<file path="config.mk">
export PLATFORM = sky130hd
export DESIGN_NAME = reaction_controller
export DESIGN_NICKNAME = d
export VERILOG_FILES = /design/src/rtl/reaction_controller.sv
export SDC_FILE = /design/constraint.sdc
export NUM_CORES = 1
export LEC_CHECK = 0
export CAP_MARGIN = 20
export CORE_ASPECT_RATIO = 0.6
export CORE_MARGIN = 8
export CORE_UTILIZATION = 40
export CTS_CLUSTER_SIZE = 28
export DETAILED_ROUTE_END_ITERATION = 10
export DONT_BUFFER_PORTS = 1
export PLACE_DENSITY = 0.63
export SETUP_SLACK_MARGIN = 0.15
export SLEW_MARGIN = 20
export SYNTH_ARGS = -nofsm -noshare
export SYNTH_HDL_FRONTEND = slang
export SYNTH_SLANG_ARGS = --single-unit
</file>
<file path="constraint.sdc">
create_clock -name Clock -period 2.5 [get_ports Clock]
set_input_delay 0.5 -clock Clock [delete_from_list [all_inputs] [get_ports Clock]]
set_output_delay 0.5 -clock Clock [all_outputs]
set_load 0.03 [all_outputs]
</file>
<file path="src/rtl/reaction_controller.sv">
// Reaction-time game controller: a random delay, then the LED lights and the
// push-button reaction time is measured in hundredths of a second. The best time is tracked.
module reaction_controller #(
  parameter int unsigned MIN_DLY = 100
) (
  input  logic       Clock,
  input  logic       Reset,
  input  logic       c9,
  input  logic       w,
  input  logic       Pushn,
  input  logic       clr_best,
  output logic       LEDn,
  output logic [3:0] BCD1,
  output logic [3:0] BCD0,
  output logic [3:0] Best1,
  output logic [3:0] Best0,
  output logic       foul,
  output logic       busy
);

  typedef enum logic [2:0] {
    IDLE,
    WAIT_RND,
    TIMING,
    SHOW,
    FOUL
  } state_t;

  state_t      state_q;
  logic        w_q;
  logic        armed_q;
  logic [7:0]  lfsr_q;
  logic [7:0]  lfsr_d;
  logic [9:0]  dly_q;
  logic [3:0]  bcd1_q, bcd0_q;
  logic [3:0]  best1_q, best0_q;
  logic        best_vld_q;
  logic        led_q, foul_q, busy_q;
  logic        start;

  // armed_q blocks a start until w has been seen low after reset, so a
  // level held high across reset release cannot fake a rising edge.
  always_comb begin
    lfsr_d = {lfsr_q[6:0], lfsr_q[7] ^ lfsr_q[5] ^ lfsr_q[4] ^ lfsr_q[3]};
    start  = w & ~w_q & armed_q;
  end

  always_ff @(posedge Clock or posedge Reset) begin
    if (Reset) begin
      state_q    <= IDLE;
      w_q        <= 1'b0;
      armed_q    <= 1'b0;
      lfsr_q     <= 8'h01;
      dly_q      <= '0;
      bcd1_q     <= '0;
      bcd0_q     <= '0;
      best1_q    <= 4'd9;
      best0_q    <= 4'd9;
      best_vld_q <= 1'b0;
      led_q      <= 1'b1;
      foul_q     <= 1'b0;
      busy_q     <= 1'b0;
    end else begin
      w_q     <= w;
      armed_q <= armed_q | ~w;
      lfsr_q  <= lfsr_d;
      case (state_q)
        IDLE, SHOW, FOUL: begin
          if (start) begin
            state_q <= WAIT_RND;
            dly_q   <= 10'(MIN_DLY) + {2'b00, lfsr_q};
            bcd1_q  <= '0;
            bcd0_q  <= '0;
            led_q   <= 1'b1;
            foul_q  <= 1'b0;
            busy_q  <= 1'b1;
          end
        end
        WAIT_RND: begin
          if (!Pushn) begin
            state_q <= FOUL;
            bcd1_q  <= '0;
            bcd0_q  <= '0;
            foul_q  <= 1'b1;
            busy_q  <= 1'b0;
          end else if (c9) begin
            dly_q <= dly_q - 10'd1;
            if (dly_q == 10'd1) begin
              state_q <= TIMING;
              led_q   <= 1'b0;
            end
          end
        end
        TIMING: begin
          if (!Pushn) begin
            state_q <= SHOW;
            led_q   <= 1'b1;
            busy_q  <= 1'b0;
            // Concatenated BCD digits order the same way as the decimal value.
            if (!best_vld_q || ({bcd1_q, bcd0_q} < {best1_q, best0_q})) begin
              best1_q    <= bcd1_q;
              best0_q    <= bcd0_q;
              best_vld_q <= 1'b1;
            end
          end else if (c9) begin
            if (bcd1_q == 4'd9 && bcd0_q == 4'd9) begin
              state_q <= SHOW;
              led_q   <= 1'b1;
              busy_q  <= 1'b0;
            end else if (bcd0_q == 4'd9) begin
              bcd0_q <= '0;
              bcd1_q <= bcd1_q + 4'd1;
            end else begin
              bcd0_q <= bcd0_q + 4'd1;
            end
          end
        end
        default: state_q <= IDLE;
      endcase
      if (clr_best) begin
        best1_q    <= 4'd9;
        best0_q    <= 4'd9;
        best_vld_q <= 1'b0;
      end
    end
  end

  assign LEDn  = led_q;
  assign BCD1  = bcd1_q;
  assign BCD0  = bcd0_q;
  assign Best1 = best1_q;
  assign Best0 = best0_q;
  assign foul  = foul_q;
  assign busy  = busy_q;

endmodule

</file>
* Word level (Yosys, flattened, before mapping)
Cells that the tools add are included.
** Word-level totals
- Memory bits (read-only) :: 0
- Input bits :: 6
- Output and inout bits :: 19
- Bits in writable memories :: 0
- Logic and storage cells :: 116
- Flip-flop bits (word level) :: 43
- Bits in latches :: 0
- Memories kept :: 0
** Operators by class
- $lt $le $gt $ge :: 1
- Shift operators :: 0
- Add/subtract/negate cells :: 4
- Multiply operators :: 0
- Reductions and logical operators :: 17
- Div/mod/pow operators :: 0
- Eq/ne operators :: 21
- Bitwise operators :: 8
- Muxes and demuxes :: 52
** Operators with widths (number)
- 4-bit 2-to-1 mux :: 18
- 10-bit 2-to-1 mux :: 3
- 4-bit case mux with 3 select lines :: 2
- 3-bit 2-to-1 mux :: 7
- 10-bit case mux with 2 select lines :: 1
- 2-bit inequality test, second input constant :: 9
- 1-bit 2-to-1 mux :: 17
- 7-bit AND reduction :: 2
- 3-bit inequality test, second input constant :: 4
- 10-bit by 1-bit == test with 1-bit output, second input constant :: 1
- 5-bit AND reduction :: 2
- 10-bit by 1-bit subtractor with 10-bit output, second input constant :: 1
- 7-bit by 8-bit adder with 9-bit output, first input constant :: 1
- 3-bit case mux with 3 select lines :: 1
- 4-bit by 1-bit adder with 4-bit output, second input constant :: 2
- 4-bit == test, second input constant :: 2
- 8-bit < comparator :: 1
- 3-bit by 2-bit == test with 1-bit output, second input constant :: 2
- 1-bit case mux with 3 select lines :: 2
- 3-bit AND reduction :: 2
- 6-bit AND reduction :: 1
- 2-bit nonzero test :: 3
- 4-bit AND reduction :: 1
- 3-bit by 1-bit == test with 1-bit output, second input constant :: 1
- 13 further kinds :: 17

* Logic depth before layout (Yosys ltp)
- Depth in word-level cells :: 6
- Gate-level depth with buffers :: 8
- Gate-level depth less buffers :: 7

* Least setup slack after synthesis
Ideal clock, no wire load.
- Path type :: register to register
- From :: register bcd0_q[1], in the netlist BCD0[1]
- To :: register bcd0_q[3], in the netlist BCD0[3]
- Setup slack :: 416 ps
- Clock period less this slack :: 2084 ps
- Path buffers :: 0
- Setup time :: 76 ps
- Cell stages (with the launch flop) :: 8
- Required time :: 2424 ps
- Arrival :: 2008 ps
- Cell sequence :: dfrtp_1 -> inv_1 -> ha_1 -> and3b_1 -> a31o_1 -> a21o_4 -> or4_1 -> o21ai_1
** On the way
- Longest elaborated chain between the ends :: 6
- Elaborated cells on any way between the ends :: 10
- Classes of those cells :: 1 x add/sub; 2 x eq/ne; 5 x mux; 2 x reduce/logical
** RTL lines
- start, declared :: RTL line 35 : logic [3:0] bcd1_q, bcd0_q;
- start signal, assigned :: RTL line 114 : bcd0_q <= bcd0_q + 4'd1;
- 4-bit by 1-bit adder with 4-bit output / 4-bit == test (equally long branches) :: RTL line 114, 106, 110
- 4-bit 2-to-1 mux :: RTL line 110 : end else if (bcd0_q == 4'd9) begin
- 4-bit 2-to-1 mux :: RTL line 106 : if (bcd1_q == 4'd9 && bcd0_q == 4'd9) begin
- 4-bit 2-to-1 mux :: RTL line 105 : end else if (c9) begin
- 4-bit 2-to-1 mux :: RTL line 95 : if (!Pushn) begin
- 4-bit case mux with 3 select lines :: RTL line 67 : case (state_q)
Parallel ways exist; a longest one is shown, timed or not. The select of a mux whose other input is x is not followed.
A chain may end at the register's enable or synchronous reset.

* Worst setup path after layout
- From :: register bcd1_q[0], in the netlist BCD1[0]
- To :: register bcd0_q[3], in the netlist BCD0[3]
** On the way
- Longest elaborated chain between the ends :: 4
** RTL lines
- start, declared :: RTL line 35
- start signal, assigned :: RTL line 112 : bcd1_q <= bcd1_q + 4'd1;
- 4-bit == test :: RTL line 106
- 1-bit logical AND :: RTL line 106
- 2-bit inequality test (no source line)
- 6-bit AND reduction (no source line)
Every way passes these cells.

==> summary.txt <==
Synthesis
  – Post-Syn Nets: about 270
  – Synth area leader: dfrtp_1
  – Post-synth EDFFs: 0
  – Avg Cell Area, Syn: 9.668 sq um
  – Synth cell count leaders: 37 x dfrtp_1, 29 x o21ai_0, 21 x inv_1, 20 x nor2_1, 14 x ha_1
  – Cell Area, Synth: approximately 2400 sq um
  – Cell with the most instances after synthesis: dfrtp_1
  – Post-synth cell types: 56
  – Synth top area cells: dfrtp_1 38%, ha_1 7.3%, dfstp_2 6.5%
  – Sequential area share after synthesis: 45.01%
  – Post-synthesis cell count: between 200 and 250
  – Syn. warnings: 0
  – Post-synthesis register bit count: 43
  – Yosys top cell area share: 38.46%
  – Async SR Flop Fraction: 100.0%
  – Synth Flop Type: dfrtp_1

Floorplan
  – DIE WIDTH: 116.2 um
  – Starting density of the core: 40.30%
  – Core area: 5973 sq um
  – Number of top-level pins: 25
  – Die area: 8838 sq um
  – Site row count: 22
  – Die H: 76.09 um

Critical path
  – Crit Path Class: reg2reg
  – Critical path depth: 6
  – Crit-path cells: ha_1 -> nor2b_1 -> a31o_1 -> a21o_4 -> or4_1 -> o21ai_1
  – WP data required: approximately 2700 ps
  – Worst reg2reg path depth: 6
  – Worst setup EP type: register
  – Crit path DAT: 2330 ps
  – WP buf/inv: 0
  – Largest fanout on the critical path: 9
  – CP startpoint kind: register
  – Max stage delay cell, worst path: dfrtp_1
  – Kind of cell adding the most delay to the critical path: simple AND/OR/NAND/NOR gates
  – CP peak stage delay: roughly 570 ps

Routing
  – Total number of vias: approximately 1900
  – Iter 0 DRT Violations: 130
  – Via density: 5.350
  – # DRC: 0
  – Detailed Routing Iterations Pass 1: 5
  – Wirelength per Cell: 15.53 um
  – ANT nets after route: 0
  – Aggregate routed wire length: 5.375 mm

Timing
  – Final worst-path cycle share: 83.95%
  – Slew Limit Headroom: 63.46%
  – Slew @ Worst Pin: 548.1 ps
  – Number of max-slew violations in the final report: 0
  – Fin. Hold Viols: 0
  – Setup TNS: 0 ps
  – Fin crit period: 2099 ps
  – Final setup skew: 10.22 ps
  – Final count of negative-setup-slack endpoints: 0
  – FMAX: about 480 MHz
  – RSZ-0062 raised after global routing: false

Clock network
  – # hold bufs at CTS: 0
  – Clock-pin slew on the worst setup and hold paths: roughly 90 ps
  – Clock sinks: 43
  – CTS tree: built
  – # Post-CTS Setup Buffers: 0
  – Root Driver: clkbuf_8
  – Htree depth: 2
  – Clock Latency Late Sink: 300 ps
  – Clk buf depth: 2
  – Total CTS buffers: 5
  – Post-CTS Resized: 0

Final layout
  – Fin area: 2706 sq um
  – Area grow syn2layout: 12.42%
  – Post-layout net count: ~280
  – Share of cells above drive strength 1: a little over an eighth
  – Post-Layout Cell Count: 346
  – N_diodes: 0

Global route
  – Largest net degree at the start of global routing: 44
  – Global Route Usage Sum: 12.70%
  – Total gr overflow: 0
  – First-pass GRT wire length: 9.039 mm
  – Initial antenna violation count: 0
  – Vias in the first global route: around 1700

Place
  – GP Congestion: roughly 0.80
  – Post-DP Area: about 2600 sq um
  – # port buffers: 0
  – DP HPWL: 3.962 mm
  – Dpl cells: 338

Power
  – Peak VDD IR: 324.8 uV
  – Power Total: 2286 uW
  – Static Leak: about 0.0012 uW
  – Pwr Density: 844.8 nW/um^2

Hold path
  – Hold/Removal Path Class: in2async

Run status
  – Status: finished clean

Job
  – Max_cap viols: 0
==> worst reg2reg max path: stages, from the launching register on <==
cell and delay, ps:
dfrtp_1 570, ha_1 280, nor2b_1 140, a31o_1 250
a21o_4 260, or4_1 460, o21ai_1 80
==> layout make-up <==
cell class	count	area, sq um
sequential	43	1084
multi-input combinational	176	1201
clock buffer	6	72.57
tap	84	105.1
clock inverter	2	60.06
timing repair buffer	14	105.1
fill	567	3267
inverter	21	78.83
==> report_power, final <==
| part | internal (uW) | switching [uW] |
|---|---|---|
| registers | 797 | 153 |
| clock network | 399 | 244 |
| logic | 267 | 426 |
| total | 1460 | 823 |
==> routing by layer <==
layer	up-vias	wire length [um]	global-route usage (%)
met4	0	62	3.861
met5	-	0	0
met2	46	1997	15.63
met1	875	2941	20.33
li1	925	-	-
met3	5	374	3.085
==> metrics by stage <==
step / utilization (%) / hold WS [ps] / worst slack [ps]
2_1_floorplan: - / 354.5 / 416.0
3_3_place_gp: 42.98 / 397.0 / 375.6
3_5_place_dp: 42.98 / 391.8 / 278.9
4_1_cts: 45.20 / 214.7 / 253.1
5_1_grt: 45.31 / 215.1 / 270.8
6_report: 45.31 / 205.0 / 401.2
==> sequential cells by signal, indices dropped and copies added (netlist names), 3 cells and up <==
register	cells
Best1	4
lfsr_q	8
state_q	3
dly_q	10
Best0	4
BCD0	4
BCD1	4
==> worst paths after layout <==
check                           from         to  slack [ps]
setup / recovery             BCD1[0]    BCD0[3]         400
hold / removal                 Reset   dly_q[1]         200
setup reg to reg             BCD1[0]    BCD0[3]         400
hold reg to reg            lfsr_q[1]  lfsr_q[2]         410
max in group asynchronous      Reset  lfsr_q[0]        1900
min in group Clock                 w        w_q         220
==> cells by family after synthesis <==
group | share of synthesized area [%]
mux | 0.8836
xor+xnor | 3.275
fa+ha+maj | 7.277
simple gates | 16.63
flops | 45.01
compound gates | 21.57
buf+inv | 5.354
==> placed cells by master (no fill, tap or decap), drive strengths merged, types with 7 or more instances in the layout <==
master  count
dfrtp      37
o21ai      31
inv        20
nor2       20
ha         14
buf        14
a21oi      12
nand2       9
nand2b      8
nand3       7
Power figures use the tool's default switching activity.
